## src/rtl/lmsm_sequencer_pkg.sv

```systemverilog
// Shared constants, field positions and types for the LM/SM decode-front sequencer.
package lmsm_sequencer_pkg;

    localparam int unsigned INSTR_W = 16;
    localparam int unsigned MASK_W  = 8;
    localparam int unsigned REG_AW  = 3;

    localparam logic [3:0]         OP_LM     = 4'b1100;
    localparam logic [3:0]         OP_SM     = 4'b1101;
    localparam logic [INSTR_W-1:0] NOP_INSTR = 16'h7000;

    localparam int unsigned OPC_HI  = 15;
    localparam int unsigned OPC_LO  = 12;
    localparam int unsigned RA_HI   = 11;
    localparam int unsigned RA_LO   = 9;
    localparam int unsigned MASK_HI = 7;
    localparam int unsigned MASK_LO = 0;

    typedef enum logic {IDLE, EXPAND} state_t;

    function automatic logic is_lmsm(input logic [INSTR_W-1:0] instr);
        return (instr[OPC_HI:OPC_LO] == OP_LM) || (instr[OPC_HI:OPC_LO] == OP_SM);
    endfunction

    // True when a non-zero mask holds exactly one set bit.
    function automatic logic single_bit(input logic [MASK_W-1:0] mask);
        return (mask & (mask - MASK_W'(1))) == '0;
    endfunction

endpackage

```

## src/rtl/lmsm_sequencer_if.sv

```systemverilog
// IF/ID-side and decode-side handshake bundle of the sequencer.
interface lmsm_sequencer_if;
    import lmsm_sequencer_pkg::*;

    logic               in_valid;
    logic [INSTR_W-1:0] in_instr;
    logic               in_ready;
    logic               out_valid;
    logic [INSTR_W-1:0] out_instr;
    logic [REG_AW-1:0]  out_rd;
    logic [REG_AW-1:0]  out_offset;
    logic               out_last;
    logic               out_ready;

    modport master (
        input  in_valid, in_instr, out_ready,
        output in_ready, out_valid, out_instr, out_rd, out_offset, out_last
    );

    modport slave (
        output in_valid, in_instr, out_ready,
        input  in_ready, out_valid, out_instr, out_rd, out_offset, out_last
    );
endinterface

```

## src/rtl/lmsm_sequencer_lsb_find.sv

```systemverilog
// Lowest-set-bit finder for the register mask; purely combinational.
module lsb_find
    import lmsm_sequencer_pkg::*;
(
    input  logic [MASK_W-1:0] mask,
    output logic [REG_AW-1:0] idx,
    output logic              found
);

    always_comb begin
        idx   = '0;
        found = 1'b0;
        for (int i = MASK_W - 1; i >= 0; i--) begin
            if (mask[i]) begin
                idx   = REG_AW'(i);
                found = 1'b1;
            end
        end
    end

endmodule

```

## src/rtl/lmsm_sequencer.sv

```systemverilog
// Expands LM/SM into per-register micro-ops, passes other instructions through a one-entry slot.
// Optional micro-op performance counter enabled by defining LMSM_PERF_EN.
module lmsm_sequencer
    import lmsm_sequencer_pkg::*;
(
    input  logic                 clk,
    input  logic                 rst,
    input  logic                 flush,
`ifdef LMSM_PERF_EN
    output logic [15:0]          perf_uops,
`endif
    lmsm_sequencer_if.master     bus
);

    state_t             state_q, state_d;
    logic [INSTR_W-1:0] instr_q, instr_d;
    logic [MASK_W-1:0]  remaining_q, remaining_d;
    logic [REG_AW-1:0]  count_q, count_d;
    logic [REG_AW-1:0]  rd_q, rd_d;
    logic [REG_AW-1:0]  offset_q, offset_d;
    logic               last_q, last_d;
    logic               valid_q, valid_d;

    logic [MASK_W-1:0]  find_mask;
    logic [MASK_W-1:0]  mask_clr;
    logic [REG_AW-1:0]  lsb_idx;
    logic               lsb_found;
    logic               accept;

    assign find_mask = (state_q == EXPAND) ? remaining_q : bus.in_instr[MASK_HI:MASK_LO];
    assign mask_clr  = find_mask & ~(MASK_W'(1) << lsb_idx);

    lsb_find u_lsb_find (
        .mask  (find_mask),
        .idx   (lsb_idx),
        .found (lsb_found)
    );

    assign bus.in_ready   = (state_q == IDLE) && (!valid_q || bus.out_ready) && !flush;
    assign accept         = bus.in_valid && bus.in_ready;
    assign bus.out_valid  = valid_q;
    assign bus.out_instr  = instr_q;
    assign bus.out_rd     = rd_q;
    assign bus.out_offset = offset_q;
    assign bus.out_last   = last_q;

    always_ff @(posedge clk) begin
        if (rst) begin
            state_q     <= IDLE;
            instr_q     <= '0;
            remaining_q <= '0;
            count_q     <= '0;
            rd_q        <= '0;
            offset_q    <= '0;
            last_q      <= 1'b0;
            valid_q     <= 1'b0;
        end else begin
            state_q     <= state_d;
            instr_q     <= instr_d;
            remaining_q <= remaining_d;
            count_q     <= count_d;
            rd_q        <= rd_d;
            offset_q    <= offset_d;
            last_q      <= last_d;
            valid_q     <= valid_d;
        end
    end

    // EXPAND is left only once the final micro-op is consumed, giving one accept bubble.
    always_comb begin
        state_d     = state_q;
        instr_d     = instr_q;
        remaining_d = remaining_q;
        count_d     = count_q;
        rd_d        = rd_q;
        offset_d    = offset_q;
        last_d      = last_q;
        valid_d     = valid_q;

        if (flush) begin
            valid_d     = 1'b0;
            state_d     = IDLE;
            remaining_d = '0;
            count_d     = '0;
        end else if (state_q == EXPAND) begin
            if (bus.out_ready) begin
                if (!lsb_found) begin
                    valid_d = 1'b0;
                    state_d = IDLE;
                end else begin
                    valid_d     = 1'b1;
                    rd_d        = lsb_idx;
                    offset_d    = count_q;
                    last_d      = single_bit(remaining_q);
                    remaining_d = mask_clr;
                    count_d     = count_q + REG_AW'(1);
                end
            end
        end else if (accept) begin
            valid_d  = 1'b1;
            offset_d = '0;
            last_d   = 1'b1;
            if (!is_lmsm(bus.in_instr)) begin
                instr_d = bus.in_instr;
                rd_d    = bus.in_instr[RA_HI:RA_LO];
            end else if (!lsb_found) begin
                instr_d = NOP_INSTR;
                rd_d    = '0;
            end else begin
                instr_d     = bus.in_instr;
                rd_d        = lsb_idx;
                last_d      = single_bit(find_mask);
                remaining_d = mask_clr;
                count_d     = REG_AW'(1);
                if (mask_clr != '0) begin
                    state_d = EXPAND;
                end
            end
        end else if (bus.out_ready) begin
            valid_d = 1'b0;
        end
    end

`ifdef LMSM_PERF_EN
    // Saturating count of consumed micro-ops; cleared by reset only.
    always_ff @(posedge clk) begin
        if (rst) begin
            perf_uops <= '0;
        end else if (valid_q && bus.out_ready && (perf_uops != 16'hFFFF)) begin
            perf_uops <= perf_uops + 16'd1;
        end
    end
`endif

endmodule

```

## src/flat_wrapper.sv

```systemverilog
// flat-port wrapper written by rule: the top's interface ports become plain ports
module lmsm_sequencer_flat import lmsm_sequencer_pkg::*;
  (clk, rst, flush, bus_in_valid, bus_in_instr, bus_out_ready, bus_in_ready, bus_out_valid, bus_out_instr, bus_out_rd, bus_out_offset, bus_out_last);
  lmsm_sequencer_if bus_i ();
  input  logic clk;
  input  logic rst;
  input  logic flush;
  input wire logic [$bits(bus_i.in_valid)-1:0] bus_in_valid;
  input wire logic [$bits(bus_i.in_instr)-1:0] bus_in_instr;
  input wire logic [$bits(bus_i.out_ready)-1:0] bus_out_ready;
  output wire logic [$bits(bus_i.in_ready)-1:0] bus_in_ready;
  output wire logic [$bits(bus_i.out_valid)-1:0] bus_out_valid;
  output wire logic [$bits(bus_i.out_instr)-1:0] bus_out_instr;
  output wire logic [$bits(bus_i.out_rd)-1:0] bus_out_rd;
  output wire logic [$bits(bus_i.out_offset)-1:0] bus_out_offset;
  output wire logic [$bits(bus_i.out_last)-1:0] bus_out_last;
  assign bus_i.in_valid = bus_in_valid;
  assign bus_i.in_instr = bus_in_instr;
  assign bus_i.out_ready = bus_out_ready;
  assign bus_in_ready = bus_i.in_ready;
  assign bus_out_valid = bus_i.out_valid;
  assign bus_out_instr = bus_i.out_instr;
  assign bus_out_rd = bus_i.out_rd;
  assign bus_out_offset = bus_i.out_offset;
  assign bus_out_last = bus_i.out_last;
  lmsm_sequencer u_core (.clk(clk), .rst(rst), .flush(flush), .bus(bus_i));
endmodule
```

## config.mk

```make
export PLATFORM = sky130hd
export DESIGN_NAME = lmsm_sequencer_flat
export DESIGN_NICKNAME = d
export VERILOG_FILES = /design/src/rtl/lmsm_sequencer_pkg.sv /design/src/rtl/lmsm_sequencer_if.sv /design/src/rtl/lmsm_sequencer_lsb_find.sv /design/src/rtl/lmsm_sequencer.sv /design/src/flat_wrapper.sv
export SDC_FILE = /design/constraint.sdc
export NUM_CORES = 1
export LEC_CHECK = 0
export BUFFER_PORTS_ARGS = -buffer_cell sky130_fd_sc_hd__buf_2
export CAP_MARGIN = 20
export CORE_MARGIN = 2
export CORE_UTILIZATION = 47
export DETAILED_ROUTE_END_ITERATION = 12
export GPL_ROUTABILITY_DRIVEN = 0
export GPL_TIMING_DRIVEN = 0
export PLACE_DENSITY = 0.75
export SYNTH_ARGS = -nofsm -noshare
export SYNTH_HDL_FRONTEND = slang
export SYNTH_SLANG_ARGS = --single-unit
```

## constraint.sdc

```tcl
create_clock -name clk -period 2 [get_ports clk]
set_input_delay 0.1 -clock clk [delete_from_list [all_inputs] [get_ports clk]]
set_output_delay 0.1 -clock clk [all_outputs]
set_load 0.05 [all_outputs]
```

==> impl_metrics.env, run 1 <==
export IMPL_hold_path_class="in -> reg"
export IMPL_worstPathRequired_ns=2.20
export IMPL_crit_fanout=10
export IMPL_htreeDepth=2
export IMPL_synth_seq_area_share=0.393
export IMPL_outcome="completed"
export IMPL_area_growth_pct=35.1
export IMPL_die_y_um=66.5
export IMPL_nNetsFinal=304
export IMPL_ys_warn_count=0
export IMPL_slew_headroom=0.652
export IMPL_rsz0062_at_grt="yes"
export IMPL_fillers=307
export IMPL_first_iter_violations=189
export IMPL_max_freq_mhz=503
export IMPL_cts_tree="done"
export IMPL_rows=22
export IMPL_syn_cell_area_um2=1840
export IMPL_ys_seq_elements=36
export IMPL_combPwrFrac=0.180
export IMPL_synth_top_flop_cell="dfxtp_1"
export IMPL_ys_async_sr_fraction=0
export IMPL_dieWidth_um=66.5
export IMPL_crit_slowest_cell="dfxtp_4"
export IMPL_power_mw=1.69
export IMPL_ir_drop_mv=0.368
export IMPL_place_ws_ns=-0.302
export IMPL_drtAntennaViolNets=0
export IMPL_finalSetupViolations=0
export IMPL_internal_power_mw=1.20
export IMPL_hold_viol=0
export IMPL_clock_skew_final_ns=0.0127
export IMPL_critical_path_class="reg -> reg"
export IMPL_globalRouteOverflowTotal=0
export IMPL_worst_pin_slew_ns=0.522
export IMPL_antenna_found_initial=0
export IMPL_grt_pass1_wl_um=8450
export IMPL_grt_use_total=0.254
export IMPL_swShare=0.286
export IMPL_clkLatencyLatePin_ns=0.30
export IMPL_multiInputGateArea_um2=1180
export IMPL_power_leakage_nw=1.02
export IMPL_start_kind="flip-flop"
export IMPL_vias=1933
export IMPL_max_stage_delay_ns=0.44
export IMPL_synthesis_nets=246
export IMPL_clk_path_buf_depth=2
export IMPL_fin_ws_ns=0.0134
export IMPL_cts_sinks=36
export IMPL_clock_power_share=0.374
export IMPL_fin_crit_sh=0.993
export IMPL_synth_cells=224
export IMPL_power_density_nw_per_um2=680
export IMPL_power_switching_mw=0.483
export IMPL_power_frac_seq=0.446
export IMPL_synth_area_per_cell_um2=8.19
export IMPL_period_minus_slack_ns=1.99
export IMPL_portBuffers=45
export IMPL_totalWireLength_um=5490
export IMPL_arrival_ns=2.19
export IMPL_remaining_drc_errors=0
export IMPL_antenna_cells=0
export IMPL_die_area_um2=4420
export IMPL_viasPerCell=5.84
export IMPL_drive_above_1_share=0.332
export IMPL_finalMaxSlewViolations=0
export IMPL_grt_pass1_vias=1806
export IMPL_detail_route_first_pass_iterations=4
export IMPL_path_buf_inv=2
export IMPL_hpwl_um=3600
export IMPL_crit_path_end_kind="flip-flop"
export IMPL_clockRootBuffer="clkbuf_8"
export IMPL_numCtsBuffers=5
export IMPL_initial_core_util=0.494
export IMPL_clk_pin_slew_worst_paths_ns=0.08
export IMPL_synth_edf_count=0
export IMPL_num_io_pins=46
export IMPL_grt_max_degree=12
export IMPL_ff_latch_area_um2=726
export IMPL_crit_family="compound AO/OA/AOI/OAI gates"
export IMPL_cap_violations=0
export IMPL_ys_types=47
export IMPL_cp_cell_sequence="clkbuf_16, buf_6, mux2i_4, nor2_1, o21ai_0, o311ai_1, a21o_1, a311oi_1"
export IMPL_core_area_um2=3720
export IMPL_wl_per_cell_um=16.6
==> cells in the mapped netlist (2+ instances only) <==
library cell / number / share of area
dfxtp_1: 36 / 0.39
a221oi_1: 2 / 0.0095
nand3_1: 3 / 0.0082
nand2_1: 18 / 0.037
a211oi_1: 5 / 0.020
clkbuf_1: 6 / 0.012
nor2b_1: 5 / 0.017
a311oi_1: 2 / 0.0095
mux2i_1: 8 / 0.044
nor3b_1: 5 / 0.020
nor3b_2: 2 / 0.014
a32oi_1: 2 / 0.0095
nor3_1: 12 / 0.033
nor2_1: 38 / 0.078
and2_1: 5 / 0.017
nor4_1: 2 / 0.0068
o21ai_0: 7 / 0.019
or3_1: 3 / 0.010
o211ai_1: 2 / 0.0082
inv_1: 4 / 0.0082
a22oi_1: 14 / 0.057
o31ai_1: 2 / 0.0082
o22a_1: 2 / 0.0095
a21oi_1: 11 / 0.030
or2_2: 4 / 0.014
buf_2: 3 / 0.0082
==> state kept, by name, indices dropped and copies added (netlist names) <==
register               cells
u_core.remaining_q         8
u_core.bus.out_offset      3
u_core.bus.out_last        1
u_core.count_q             3
u_core.bus.out_valid       1
u_core.bus.out_rd          3
u_core.bus.out_instr      16
u_core.state_q             1
==> power by group through the flow <==
stage | clock, mW | sequential, mW | combinational (mW)
after global routing | 0.683 | 0.755 | 0.326
after detailed placement | 0 | 0.769 | 0.268
after CTS | 0.637 | 0.753 | 0.279
final | 0.631 | 0.752 | 0.303
after global placement | 0 | 0.768 | 0.267
after floorplan | 0 | 0.847 | 0.109
==> per-layer routing <==
layer	global-route usage	wire length, µm	vias up
li1	-	-	940
met1	0.318	2370	884
met2	0.413	2520	96
met3	0.0608	460	13
met4	0.110	130	0
met5	0	0	-
==> layout by cell type (no fill, tap or decap), types with 3 or more instances in the layout <==
cell / netlist / layout
dfxtp_1: 36 / 34
nor3b_4: 0 / 4
and2_1: 5 / 4
a22oi_1: 14 / 14
a211oi_1: 5 / 5
nor3b_1: 5 / 3
nand3_1: 3 / 3
nor2_1: 38 / 36
nor3_1: 12 / 7
buf_4: 1 / 5
nor2b_1: 5 / 5
o21ai_0: 7 / 7
clkbuf_1: 6 / 4
mux2i_1: 8 / 7
buf_2: 3 / 48
inv_1: 4 / 4
clkbuf_8: 0 / 5
or2_2: 4 / 4
nor3_4: 1 / 6
a21oi_1: 11 / 9
nand2_1: 18 / 18
or3_1: 3 / 3
==> final cells by class <==
cell class | count | area share
buffer | 12 | 0.0338
clock buffer | 6 | 0.0293
clock inverter | 2 | 0.0141
inverter | 4 | 0.00605
multi-input combinational | 171 | 0.477
sequential | 36 | 0.293
tap | 48 | 0.0242
timing repair buffer | 52 | 0.123
==> worst reg2reg max path: stages, from the launching register on <==
cell       delay, ns
dfxtp_4         0.44
clkbuf_16       0.18
buf_6           0.15
mux2i_4         0.26
nor2_1          0.07
o21ai_0         0.19
o311ai_1        0.16
a21o_1          0.18
a311oi_1        0.26
==> per-stage QoR <==
| stage | area (µm²) | hold WS [ns] | std cells | utilization | TNS [ns] |
|---|---|---|---|---|---|
| after global placement | 2120 | 0.344 | 317 | 0.571 | -4.08 |
| after CTS | 2320 | 0.0373 | 329 | 0.625 | -0.438 |
| after floorplan | 1840 | 0.172 | 224 | - | 0 |
| after detailed placement | 2120 | 0.346 | 317 | 0.571 | -4.38 |
| final | 2480 | 0.0422 | 331 | 0.667 | 0 |
| after global routing | 2480 | 0.0342 | 331 | 0.667 | -0.268 |
==> cell families (layout without fill, tap and decap cells) <==
| family | count (synthesis) | count (layout) | share of synthesized area |
|---|---|---|---|
| AOI/OAI and AO/OA | 59 | 59 | 0.228 |
| xor gates and xnor gates | 1 | 1 | 0.00477 |
| adders and majority gates | 2 | 2 | 0.0123 |
| buffers and inverters | 17 | 76 | 0.0436 |
| DFF | 36 | 36 | 0.393 |
| muxes | 8 | 8 | 0.0436 |
| and+or+nand+nor | 101 | 101 | 0.275 |
==> final timing paths <==
check	start	endpoint	slack (ns)	cells after the start
setup reg to reg	u_core.state_q	u_core.bus.out_last	0.01	8
hold / removal	bus_in_instr[8]	u_core.bus.out_instr[8]	0.04	3
setup / recovery	u_core.state_q	u_core.bus.out_last	0.01	8
hold reg to reg	u_core.bus.out_instr[13]	u_core.bus.out_instr[13]	0.47	2
==> repair_timing <==
action	CTS	global route
resized for setup	14	30
cloned	0	2
hold buffers	0	0
buffers inserted	4	1
endpoints found under the setup margin	31	31
pin swaps	4	5
Note: power is estimated with default switching activity, not from simulation.
==> run 2: changes to the inputs <==
BUFFER_PORTS_ARGS = unset   (was -buffer_cell sky130_fd_sc_hd__buf_2)
CORE_MARGIN = 1.5   (was 2)
CORE_UTILIZATION = 56   (was 47)
DONT_BUFFER_PORTS = 1   (was unset)
PLACE_DENSITY = 0.74   (was 0.75)
REMOVE_ABC_BUFFERS = 1   (was unset)
==> impl_metrics.env, run 2 (synthesized netlist as in run 1, its figures left out) <==
export IMPL_dpl_cell_area_um2=1830
export IMPL_final_common_cell="nor2_1"
export IMPL_finalMaxSlewViolations=0
export IMPL_grt_pass1_vias=1678
export IMPL_arrival_ns=2.26
export IMPL_rsz0062_at_grt="yes"
export IMPL_die_area_um2=3630
export IMPL_clockRootBuffer="clkbuf_4"
export IMPL_combPwrFrac=0.123
export IMPL_fin_setup_tns_ns=0
export IMPL_numCtsBuffers=5
export IMPL_cap_violations=0
export IMPL_grt_max_degree=25
export IMPL_portBuffers=0
export IMPL_failed_checks="negative hold slack"
export IMPL_antenna_found_initial=0
export IMPL_internal_power_mw=0.942
export IMPL_fillers=244
export IMPL_power_frac_seq=0.613
export IMPL_fin_ws_ns=0.0244
export IMPL_outcome="finished, violations left"
export IMPL_rows=20
export IMPL_htreeDepth=2
export IMPL_fin_crit_sh=0.988
export IMPL_power_density_nw_per_um2=618
export IMPL_drive_above_1_share=0.214
export IMPL_worstPathRequired_ns=2.28
export IMPL_core_area_um2=3080
export IMPL_initial_core_util=0.596
export IMPL_largest_reg_flops=16
export IMPL_clkLatencyLatePin_ns=0.34
export IMPL_max_stage_delay_ns=0.40
export IMPL_area_growth_pct=20.1
export IMPL_vias=1897
export IMPL_clk_path_buf_depth=2
export IMPL_ff_latch_area_um2=727
export IMPL_drtAntennaViolNets=0
export IMPL_grt_use_total=0.276
export IMPL_multiInputGateArea_um2=1180
export IMPL_ir_drop_mv=0.309
export IMPL_clock_power_share=0.264
export IMPL_swShare=0.308
export IMPL_crit_path_end_kind="flip-flop"
export IMPL_finalSetupViolations=0
export IMPL_totalWireLength_um=5280
export IMPL_viasPerCell=6.73
export IMPL_cts_sinks=36
export IMPL_hold_path_class="in -> reg"
export IMPL_clk_pin_slew_worst_paths_ns=0.11
export IMPL_slew_headroom=0.590
export IMPL_crit_slowest_cell="dfxtp_4"
export IMPL_num_io_pins=46
export IMPL_globalRouteOverflowTotal=0
export IMPL_cp_cell_sequence="buf_6, nor2_1, a41oi_1, or2_4, or3_4, a21oi_2"
export IMPL_grt_pass1_wl_um=7470
export IMPL_hpwl_um=3010
export IMPL_cts_tree="done"
export IMPL_hold_slack_ns=-0.188
export IMPL_max_freq_mhz=506
export IMPL_period_minus_slack_ns=1.98
export IMPL_cts_hold_buf=3
export IMPL_worst_pin_slew_ns=0.606
export IMPL_critical_path_class="reg -> reg"
export IMPL_power_leakage_nw=0.812
export IMPL_antenna_cells=0
export IMPL_finalInstanceArea_um2=2200
export IMPL_dieWidth_um=60.3
export IMPL_clock_skew_final_ns=0.0189
export IMPL_hold_viol=23
export IMPL_final_cell_mix="nor2_1, dfxtp_1, nand2_1"
export IMPL_remaining_drc_errors=0
export IMPL_first_iter_violations=198
export IMPL_power_switching_mw=0.419
export IMPL_die_y_um=60.3
export IMPL_start_kind="flip-flop"
export IMPL_detail_route_first_pass_iterations=5
export IMPL_nNetsFinal=260
export IMPL_crit_fanout=7
export IMPL_place_ws_ns=-1.48
export IMPL_wl_per_cell_um=18.7
## run 2: changes by cell type in the layout (fill, tap and decap cells not counted), moves of 3 or more
cell / previous run / this run
clkbuf_8: 5 / 0
clkbuf_1: 4 / 1
buf_2: 48 / 0
dlygate4sd3_1: 0 / 3
buf_4: 5 / 12
clkbuf_4: 1 / 5
## run 2: final timing paths
check / from / endpoint / slack (ns) / cells after the start
setup / recovery: u_core.state_q / u_core.remaining_q[7] / 0.02 / 6
hold / removal: rst / u_core.bus.out_instr[15] / -0.19 / 1
setup reg to reg: u_core.state_q / u_core.remaining_q[7] / 0.02 / 6
hold reg to reg: u_core.count_q[1] / u_core.count_q[1] / 0.48 / 2
## run 2: area by class of cell
class	instances	share of cell area
Tap cell	44	0.0250
Sequential cell	36	0.330
Clock buffer	6	0.0187
Timing Repair Buffer	20	0.0840
Inverter	4	0.00681
Clock inverter	1	0.00227
Multi-Input combinational cell	171	0.533
## run 2: critical path, delay by kind of cell (launching register included)
family	cells	cell delay, ns
AND/OR/NAND/NOR	3	0.95
flip-flops	1	0.40
AO/OA/AOI/OAI	2	0.43
buffers and inverters	1	0.15
## run 2: per-stage QoR
stage                     hold WS (ns)  power (mW)  utilization  cells
final                           -0.188        1.36        0.716    282
after detailed placement         0.176       0.972        0.596    256
after floorplan                  0.172       0.945            -    211
after global placement           0.174       0.966        0.593    255
after CTS                       -0.184        1.34        0.680    276
after global routing            -0.189        1.40        0.716    282
## run 2: layer usage
layer | global-route usage | share of wire | up-vias
met5 | 0 | 0 | -
met4 | 0.0984 | 0.032 | 0
met3 | 0.0909 | 0.10 | 23
met2 | 0.453 | 0.47 | 140
met1 | 0.336 | 0.40 | 888
li1 | - | - | 846
## run 2: what timing repair did
| action | CTS | global route |
|---|---|---|
| resized for setup | 21 | 17 |
| setup buffers | 10 | 6 |
| hold endpoints to repair | 26 | 23 |
| pin swaps | 2 | 7 |
| endpoints found under the setup margin | 37 | 28 |
## run 2: power by group through the flow
| stage | clock network (mW) | logic [mW] | registers (mW) |
|---|---|---|---|
| 2_1_floorplan | 0 | 0.0976 | 0.848 |
| 3_3_place_gp | 0 | 0.114 | 0.852 |
| 3_5_place_dp | 0 | 0.119 | 0.853 |
| 4_1_cts | 0.358 | 0.145 | 0.834 |
| 5_1_grt | 0.385 | 0.181 | 0.838 |
| 6_report | 0.360 | 0.167 | 0.834 |
